--- config.mk ---
export PLATFORM = sky130hd
export DESIGN_NAME = sm_subtractor_q22
export DESIGN_NICKNAME = d
export VERILOG_FILES = /design/src/rtl/sm_subtractor_q22.sv
export SDC_FILE = /design/constraint.sdc
export NUM_CORES = 1
export LEC_CHECK = 0
export BUFFER_PORTS_ARGS = -buffer_cell sky130_fd_sc_hd__buf_2
export CORE_ASPECT_RATIO = 0.5
export CORE_MARGIN = 4
export CORE_UTILIZATION = 40
export CTS_CLUSTER_DIAMETER = 30
export DETAILED_ROUTE_END_ITERATION = 8
export RECOVER_POWER = 25
export SYNTH_ARGS = -nofsm -noshare
export SYNTH_HDL_FRONTEND = slang
export SYNTH_SLANG_ARGS = --single-unit
export TNS_END_PERCENT = 5
--- constraint.sdc ---
create_clock -name clk -period 6.6 [get_ports clk]
set_clock_uncertainty 0.15 [all_clocks]
set_input_delay 0.66 -clock clk [delete_from_list [all_inputs] [get_ports clk]]
set_output_delay 0.66 -clock clk [all_outputs]
set_load 0.02 [all_outputs]
--- src/rtl/sm_subtractor_q22.sv ---
// -----------------------------------------------------------------------------
// sm_subtractor_q22
//
// Two-stage pipelined sign-magnitude subtractor, c = a - b.
//   Operands : 5-bit sign-magnitude Q2.2 (bit 4 = sign, bits 3:0 = magnitude,
//              value = magnitude / 4, range -3.75 .. +3.75).
//   Result   : 6-bit sign-magnitude Q3.2 (bit 5 = sign, bits 4:0 = magnitude,
//              value = magnitude / 4, range -7.5 .. +7.5). This matches the
//              result format of the Q2.2 adder, so consumers can mix the two.
//
// Stage 1 converts both operands to 6-bit two's complement, with b negated.
// Stage 2 adds them and converts the sum back to sign-magnitude. A zero sum
// always encodes as +0, and a -0 operand behaves exactly like +0.
//
// Both stages advance under valid/ready handshakes. The pipeline sustains one
// operation per cycle and holds its contents losslessly under backpressure.
//
// Ports
//   clk        in   1  clock, rising edge
//   rst        in   1  asynchronous reset, active high
//   in_valid   in   1  operand pair a/b is valid
//   in_ready   out  1  block can accept an operand pair this cycle
//   a          in   5  minuend, sign-magnitude Q2.2
//   b          in   5  subtrahend, sign-magnitude Q2.2
//   out_valid  out  1  result c is valid
//   out_ready  in   1  downstream accepts c this cycle
//   c          out  6  difference, sign-magnitude Q3.2
// -----------------------------------------------------------------------------
module sm_subtractor_q22 (
  input  logic       clk,
  input  logic       rst,
  input  logic       in_valid,
  output logic       in_ready,
  input  logic [4:0] a,
  input  logic [4:0] b,
  output logic       out_valid,
  input  logic       out_ready,
  output logic [5:0] c
);

  // ---------------------------------------------------------------------------
  // Format conversion helpers
  // ---------------------------------------------------------------------------

  // Sign-magnitude Q2.2 to 6-bit two's complement. When negate is set the
  // sign is flipped first, which is how the subtrahend becomes an addend.
  // A magnitude of zero yields zero whatever the sign, so -0 is harmless.
  function automatic logic [5:0] sm_to_tc(input logic [4:0] sm, input logic negate);
    logic [5:0] mag_ext;
    logic       neg;
    mag_ext = {2'b00, sm[3:0]};
    neg     = sm[4] ^ negate;
    return neg ? (~mag_ext + 6'd1) : mag_ext;
  endfunction

  // 6-bit two's complement to sign-magnitude Q3.2. The sum is bounded to
  // -30..+30, so the magnitude always fits in five bits and the most negative
  // two's complement value (-32) can never appear. Zero has sign bit 0, so
  // the result can never be -0.
  function automatic logic [5:0] tc_to_sm(input logic [5:0] tc);
    logic [5:0] mag;
    mag = tc[5] ? (~tc + 6'd1) : tc;
    return {tc[5], mag[4:0]};
  endfunction

  // ---------------------------------------------------------------------------
  // Handshake control
  // ---------------------------------------------------------------------------
  logic       s1_valid;
  logic [5:0] s1_ta;
  logic [5:0] s1_tb;
  logic       out_stall;
  logic       in_accept;

  // The output register is blocked only when it holds a result nobody takes.
  assign out_stall = out_valid && !out_ready;

  // Stage 1 can take new data if it is empty, or if its current contents are
  // moving into stage 2 this cycle. Deliberately independent of in_valid so
  // the upstream handshake has no combinational loop through this block.
  assign in_ready  = !s1_valid || !out_stall;
  assign in_accept = in_valid && in_ready;

  // ---------------------------------------------------------------------------
  // Stage 1: operand conversion register
  // ---------------------------------------------------------------------------
  logic [5:0] ta_next;
  logic [5:0] tb_next;

  assign ta_next = sm_to_tc(a, 1'b0);
  assign tb_next = sm_to_tc(b, 1'b1);

  // NOTE: sequential state uses non-blocking assignments so every register
  // samples pre-edge values and stage order inside the block cannot matter.
  always_ff @(posedge clk or posedge rst) begin
    if (rst) begin
      s1_valid <= 1'b0;
      s1_ta    <= '0;
      s1_tb    <= '0;
    end else if (in_ready) begin
      // A free slot with no incoming operand empties the stage.
      s1_valid <= in_valid;
      if (in_accept) begin
        s1_ta <= ta_next;
        s1_tb <= tb_next;
      end
    end
  end

  // ---------------------------------------------------------------------------
  // Stage 2: add and convert back, output register
  // ---------------------------------------------------------------------------
  logic [5:0] sum;
  logic [5:0] c_next;

  // NOTE: every signal driven here is given a value on every path, with the
  // plain assignments first, so no latch can be inferred.
  always_comb begin
    sum    = s1_ta + s1_tb;
    c_next = tc_to_sm(sum);
  end

  // NOTE: the data registers are reset as well as the valid bits, so c reads
  // zero from reset until the first real result rather than an unknown.
  always_ff @(posedge clk or posedge rst) begin
    if (rst) begin
      out_valid <= 1'b0;
      c         <= '0;
    end else if (!out_stall) begin
      out_valid <= s1_valid;
      // Only real results are loaded; c keeps its last value across bubbles.
      if (s1_valid) begin
        c <= c_next;
      end
    end
  end

endmodule

==> Word-level counts from Yosys, hierarchy flattened <==
Cells that the tools add are included.
{ "op_classes": {"reduce_logical": 8, "add_sub_neg": 4, "n_mux": 3, "bitwise": 4} }
{ "ops": {"columns": ["op", "count"], "rows": [
  ["6-bit by 1-bit adder with 6-bit output (second input constant)", 2],
  ["6-bit two-way mux", 2],
  ["4-bit inverter with 6-bit output", 2],
  ["6-bit adder", 1],
  ["5-bit by 1-bit adder with 5-bit output (second input constant)", 1],
  ["5-bit two-way mux", 1],
  ["5-bit inverter", 1],
  ["2-bit AND reduction", 2],
  ["1-bit zero test", 3],
  ["1-bit logical AND", 2],
  ["1-bit logical OR", 1],
  ["1-bit inverter", 1]
]} }
{ "totals": {"elab_cells": 24, "out_inout_bits": 8, "ff_bits": 20, "input_bits": 14} }

==> Logic depth before layout (Yosys ltp) <==
Gate-level depths: netlist of run 1.
{ "depth": {"depth_word": 6, "depth_mapped": 8, "mapped_depth_nobuf": 8} }

==> Least setup slack after synthesis of run 1 <==
OpenSTA, ideal clock, no wires.
{ "synth_timing": {"path_kind": "register to register", "from": "register s1_ta[0]", "to": "register c[4]", "period_less_slack_ns": 2.499, "stages_incl_launch_ff": 9, "path_buffers": 0, "path_slack_ns": 4.101, "setup_time_ns": 0.082, "arrival_ns": 2.267, "cell_sequence": "dfrtp_1 > ha_1 > inv_1 > fa_1 > ha_1 > a22oi_1 > o221ai_2 > or4_1 > a31oi_1"} }
{ "synth_between": {"elab_chain_cells": 4} }
{ "synth_rtl": {"columns": ["item", "line_no", "source"], "rows": [
  ["start: declaration", "70", "logic [5:0] s1_ta;"],
  ["start signal: assignment", "104", "s1_ta <= ta_next;"],
  ["6-bit adder (*)", "119", "sum = s1_ta + s1_tb;"],
  ["5-bit inverter", "62", "mag = tc[5] ? (~tc + 6'd1) : tc;"],
  ["5-bit by 1-bit adder with 5-bit output", "62", null],
  ["5-bit two-way mux (*)", "62", null],
  ["end signal: assignment", "133", "c <= c_next;"],
  ["end: declaration", "38", "output logic [5:0] c"]
]} }
Mark *: on every way between the ends. The rest lies on a longest branch, timed or not.
A chain may end at the register's enable or synchronous reset.

==> Worst setup path after layout of run 1 <==
Ends and elaborated chain as after synthesis.

==> results of run 1 <==
-- worst max-delay path by stage --
stage	startpoint	end	slack (ns)	depth (start not counted)
floorplan	s1_ta[0]	c[4]	4.10	8
global placement	s1_ta[0]	c[4]	4.04	8
detailed placement	s1_ta[0]	c[4]	4.00	8
CTS	s1_ta[0]	c[4]	3.95	8
global route	s1_ta[0]	c[4]	3.81	8
finish	s1_ta[0]	c[4]	3.96	8
-- cells by family after synthesis --
kind of cell | after synthesis | share of synthesized area, %
buffers and inverters | 12 | 3.70
XOR/XNOR | 10 | 7.19
multiplexers | 4 | 3.39
AO/OA/AOI/OAI | 29 | 16.3
adder cells (fa/ha/maj) | 9 | 9.87
AND/OR/NAND/NOR | 49 | 18.4
flip-flops | 20 | 41.1
-- layer usage --
layer  global-route usage [%]  up-vias  wire length (µm)
met4                     7.26        0                44
met5                        0        -                 0
li1                         -      508                 -
met3                     4.20        4               140
met2                     19.6       21               897
met1                     17.1      413              1200
-- placed cells by master (no fill, tap or decap), types with 6 or more instances in the layout --
cell type  Yosys  layout
nor2_1        11      11
inv_1         10      10
dfrtp_1       20      20
o21ai_0       12      12
nand2_1       22      22
xnor2_1        6       6
ha_1           8       8
buf_2          0      21
-- per-stage QoR --
step / instance area, µm² / setup WS [ns] / util, % / hold slack, ns
global placement: 1360 / 4.04 / 49.5 / 0.309
global route: 1420 / 3.81 / 51.5 / 0.357
CTS: 1420 / 3.95 / 51.5 / 0.342
finish: 1420 / 3.96 / 51.5 / 0.334
detailed placement: 1360 / 4.00 / 49.5 / 0.325
floorplan: 1220 / 4.10 / - / 0.304
-- report_power, final --
part	internal [mW]	switching, mW
combinational	0.0793	0.117
sequential	0.152	0.0166
clock	0.0531	0.0396
total	0.284	0.173
-- state kept, by name (all words and copies together), names as in the netlist --
register   count
c              6
s1_ta          6
s1_tb          6
out_valid      1
s1_valid       1
-- worst max-delay path, cell delays in order (launching register included) --
cell and delay, ns:
dfrtp_1 0.38, ha_1 0.24, inv_1 0.08, fa_1 0.45
ha_1 0.24, a22oi_1 0.23, o221ai_2 0.13, or4_1 0.50
a31oi_1 0.16
-- layout make-up --
class,count,area [µm²]
well taps,37,46.3
clock buffers,4,55.1
inverters,10,37.5
flip-flops and latches,20,500
multi-input cells,101,672
repair buffers,21,105
fillers,269,1330
==> impl_metrics.env, run 1 <==
export IMPL_status="finished, final reports clean"
export IMPL_fmax_mhz=378
export IMPL_row_count=13
export IMPL_holdPathEnd="c[0]"
export IMPL_arrival_ns=2.68
export IMPL_place_congestion=0.799
export IMPL_final_nets=180
export IMPL_drv_cap=0
export IMPL_yosys_warnings=0
export IMPL_rsz0062_at_grt="no"
export IMPL_avgSynthCellArea_um2=9.15
export IMPL_antennaDiodeCount=0
export IMPL_setup_worst_path_end_class="register"
export IMPL_synthTopCellsByArea="dfrtp_1, ha_1, nand2_1, o21ai_0, xnor2_1"
export IMPL_synthToLayoutAreaGrowth_pct=16.3
export IMPL_placed_cells_incl_taps=189
export IMPL_synth_top_cells_by_count="nand2_1, dfrtp_1, o21ai_0"
export IMPL_finalPower_mw=0.457
export IMPL_place_hpwl_um=1790
export IMPL_hold_buffers=0
export IMPL_rrSetupSlack_ns=3.96
export IMPL_synth_edf_count=0
export IMPL_p_per_area_mw_per_mm2=323
export IMPL_wl_per_cell_um=11.8
export IMPL_ant_nets=0
export IMPL_grt_max_degree=25
export IMPL_portBuffers=21
export IMPL_yosysSeqAreaShare_pct=41.1
export IMPL_netlist_top_cell_by_area="dfrtp_1"
export IMPL_die_y_um=47.0
export IMPL_synthCells=133
export IMPL_setup_viol=0
export IMPL_r2r_start="s1_ta[0]"
export IMPL_tightest_slew_ns=0.751
export IMPL_viasPerCell=4.90
export IMPL_synth_most_common_cell="nand2_1"
export IMPL_synth_fp_nets=156
export IMPL_start_util_pct=44.3
export IMPL_core_area_mm2=0.00275
export IMPL_tns_ns=0
export IMPL_drt_first_pass_iters=4
export IMPL_drv_slew=0
export IMPL_via_count=946
export IMPL_r2r_end="c[4]"
export IMPL_cts_made_buffers=3
export IMPL_required_ns=6.64
export IMPL_clock_sinks=20
export IMPL_min_path_cells=2
export IMPL_cts_buffer_depth=2
export IMPL_die_w_um=86.0
export IMPL_clkLatencyLatePin_ns=0.26
export IMPL_ys_types=33
export IMPL_drive_gt1_share_pct=17.9
export IMPL_dieArea_mm2=0.00404
export IMPL_synth_seq_cells=20
export IMPL_power_leakage_nw=0.679
export IMPL_slew_headroom_pct=49.9
export IMPL_cts_resized=0
export IMPL_worstSetupPathType="reg2reg"
export IMPL_start_kind="register"
export IMPL_grt_pass1_wl_um=3890
export IMPL_boundaryPins=22
export IMPL_drc=0
export IMPL_r2r_cells=8
export IMPL_grt_pass1_vias=863
export IMPL_synthArstFlopShare_pct=100
export IMPL_totalWireLength_um=2280
export IMPL_cts_tree="done"
export IMPL_antenna_found_initial=0
export IMPL_drt_initial_drc_count=22
export IMPL_finalHoldViolations=0
export IMPL_h_tree_depth=1
export IMPL_cts_root_buf="clkbuf_8"
export IMPL_post_cts_buffers=0
export IMPL_clk_pin_slew_ns=0.07
export IMPL_hold_start="c[0]"
export IMPL_grt_usage_pct=13.1
export IMPL_period_minus_slack_ns=2.64
export IMPL_synth_top_area_share_pct=41.1
export IMPL_netlist_area_mm2=0.00122
export IMPL_final_cells=193
export IMPL_grt_remaining_overflow=0
export IMPL_period_share_pct=40.0
export IMPL_cp_max_fo=4
export IMPL_hold_class="reg2reg"
export IMPL_synthFlopType="dfrtp_1"
export IMPL_ir_worst_vdd_mv=0.125
Power figures use the tool's default switching activity.
==> run 2: changes to the inputs <==
==> constraint.sdc (replaced) <==
create_clock -name clk -period 2.8 [get_ports clk]
set_clock_uncertainty 0.15 [all_clocks]
set_input_delay 0.28 -clock clk [delete_from_list [all_inputs] [get_ports clk]]
set_output_delay 0.28 -clock clk [all_outputs]
set_load 0.02 [all_outputs]
==> run 2 against run 1 <==
Effect of this change:
- the run now ends with hold timing left
- sequential cell count stayed put
- cell count unchanged
- largest cell class unchanged
- first-iteration DRC count decreased by 9.1%
- routed wire length shrank 0.44%
- setup slack got worse by 3.8 ns
- via count grew 0.63%
- design area rose by 1.1%
- non-clock buffer count is the same
- sequential power is 140% higher
- maximum frequency rose by 1.7%
- critical path depth stayed put
==> impl_metrics.env, run 2 (synthesis results as in run 1) <==
export IMPL_hold_class="in2async"
export IMPL_grt_max_degree=25
export IMPL_setup_viol=0
export IMPL_status="finished, violations left"
export IMPL_cts_root_buf="clkbuf_8"
export IMPL_cts_buffer_depth=2
export IMPL_start_util_pct=44.3
export IMPL_rsz0062_at_grt="no"
export IMPL_final_nets=180
export IMPL_totalWireLength_um=2270
export IMPL_period_minus_slack_ns=2.60
export IMPL_ir_worst_vdd_mv=0.331
export IMPL_place_hpwl_um=1780
export IMPL_drt_initial_drc_count=20
export IMPL_p_per_area_mw_per_mm2=801
export IMPL_drv_cap=0
export IMPL_required_ns=2.84
export IMPL_clock_sinks=20
export IMPL_grt_usage_pct=12.8
export IMPL_grt_pass1_vias=844
export IMPL_top_regs="c: 6 flops, s1_ta: 6 flops, s1_tb: 6 flops"
export IMPL_final_common_cell="nand2_1"
export IMPL_portBuffers=21
export IMPL_holdWs_ns=-0.0177
export IMPL_tns_ns=0
export IMPL_start_kind="register"
export IMPL_dp_worst_setup_slack_ns=0.200
export IMPL_drv_slew=0
export IMPL_synthToLayoutAreaGrowth_pct=17.7
export IMPL_setup_worst_path_end_class="register"
export IMPL_h_tree_depth=1
export IMPL_ant_nets=0
export IMPL_antennaDiodeCount=0
export IMPL_drt_first_pass_iters=4
export IMPL_grt_pass1_wl_um=3780
export IMPL_finalHoldViolations=20
export IMPL_boundaryPins=22
export IMPL_wl_per_cell_um=11.8
export IMPL_post_cts_buffers=0
export IMPL_place_congestion=0.801
export IMPL_drive_gt1_share_pct=17.9
export IMPL_cts_made_buffers=3
export IMPL_period_share_pct=92.8
export IMPL_drc=0
export IMPL_slew_headroom_pct=50.9
export IMPL_cts_tree="done"
export IMPL_worst_slack_ns=0.201
export IMPL_via_count=952
export IMPL_fmax_mhz=385
export IMPL_cts_resized=0
export IMPL_clk_pin_slew_ns=0.07
export IMPL_cp_max_fo=4
export IMPL_core_area_mm2=0.00275
export IMPL_power_leakage_nw=0.686
export IMPL_clkLatencyLatePin_ns=0.26
export IMPL_viasPerCell=4.93
export IMPL_layout_common_cells="nand2_1, buf_2, dfrtp_1"
export IMPL_die_w_um=86.0
export IMPL_row_count=13
export IMPL_die_y_um=47.0
export IMPL_grt_remaining_overflow=0
export IMPL_dieArea_mm2=0.00404
export IMPL_hold_buffers=0
export IMPL_arrival_ns=2.64
export IMPL_tightest_slew_ns=0.736
export IMPL_antenna_found_initial=0
export IMPL_worstSetupPathType="reg2reg"
export IMPL_violations="hold timing"
-- run 2: changes by cell type in the layout (fill, tap and decap cells not counted) --
cell and change:
bufinv_16 +1, clkbuf_8 -1
-- run 2: per-layer routing --
metal / part of all wire [%] / vias up / GRT usage, %
li1: - / 507 / -
met1: 53 / 419 / 17.1
met2: 39 / 21 / 18.8
met3: 6.0 / 5 / 4.38
met4: 2.2 / 0 / 6.62
met5: 0 / - / 0
-- run 2: layout make-up --
cell class	count	area, µm²
inverter	10	37.5
clock buffer	3	41.3
tap	37	46.3
timing repair buffer	21	105
sequential	20	500
clock inverter	1	30.0
multi-input combinational	101	672
fill	267	1320
-- run 2: path summary, 6_finish.rpt --
kind	from	end	slack, ns	cells after the start
worst max-delay path	s1_ta[0]	c[4]	0.20	8
worst min-delay path	rst	out_valid	-0.02	2
worst max register to register	s1_ta[0]	c[4]	0.20	8
worst min register to register	c[0]	c[0]	0.33	2
max in group asynchronous	rst	s1_tb[1]	2.06	2
min in group clk	in_valid	s1_valid	0.07	2
-- run 2: through the flow --
| stage | util, % | power (mW) | instance area [µm²] | cells |
|---|---|---|---|---|
| after floorplan | - | 0.745 | 1220 | 133 |
| after global placement | 49.5 | 0.858 | 1360 | 189 |
| after detailed placement | 49.5 | 0.864 | 1360 | 189 |
| after CTS | 52.1 | 1.16 | 1430 | 193 |
| after global routing | 52.1 | 1.23 | 1430 | 193 |
| final | 52.1 | 1.15 | 1430 | 193 |
-- run 2: worst max-delay path, stage by stage, from the launching register on --
cell and delay (ns):
dfrtp_1 0.38, ha_1 0.24, inv_1 0.08, fa_1 0.45
ha_1 0.24, a22oi_1 0.19, o221ai_2 0.13, or4_1 0.50
a31oi_1 0.16
-- run 2: where the power goes --
| group | internal, mW | switching (mW) |
|---|---|---|
| combinational | 0.187 | 0.274 |
| clock | 0.191 | 0.0982 |
| sequential | 0.358 | 0.0395 |
| total | 0.735 | 0.412 |
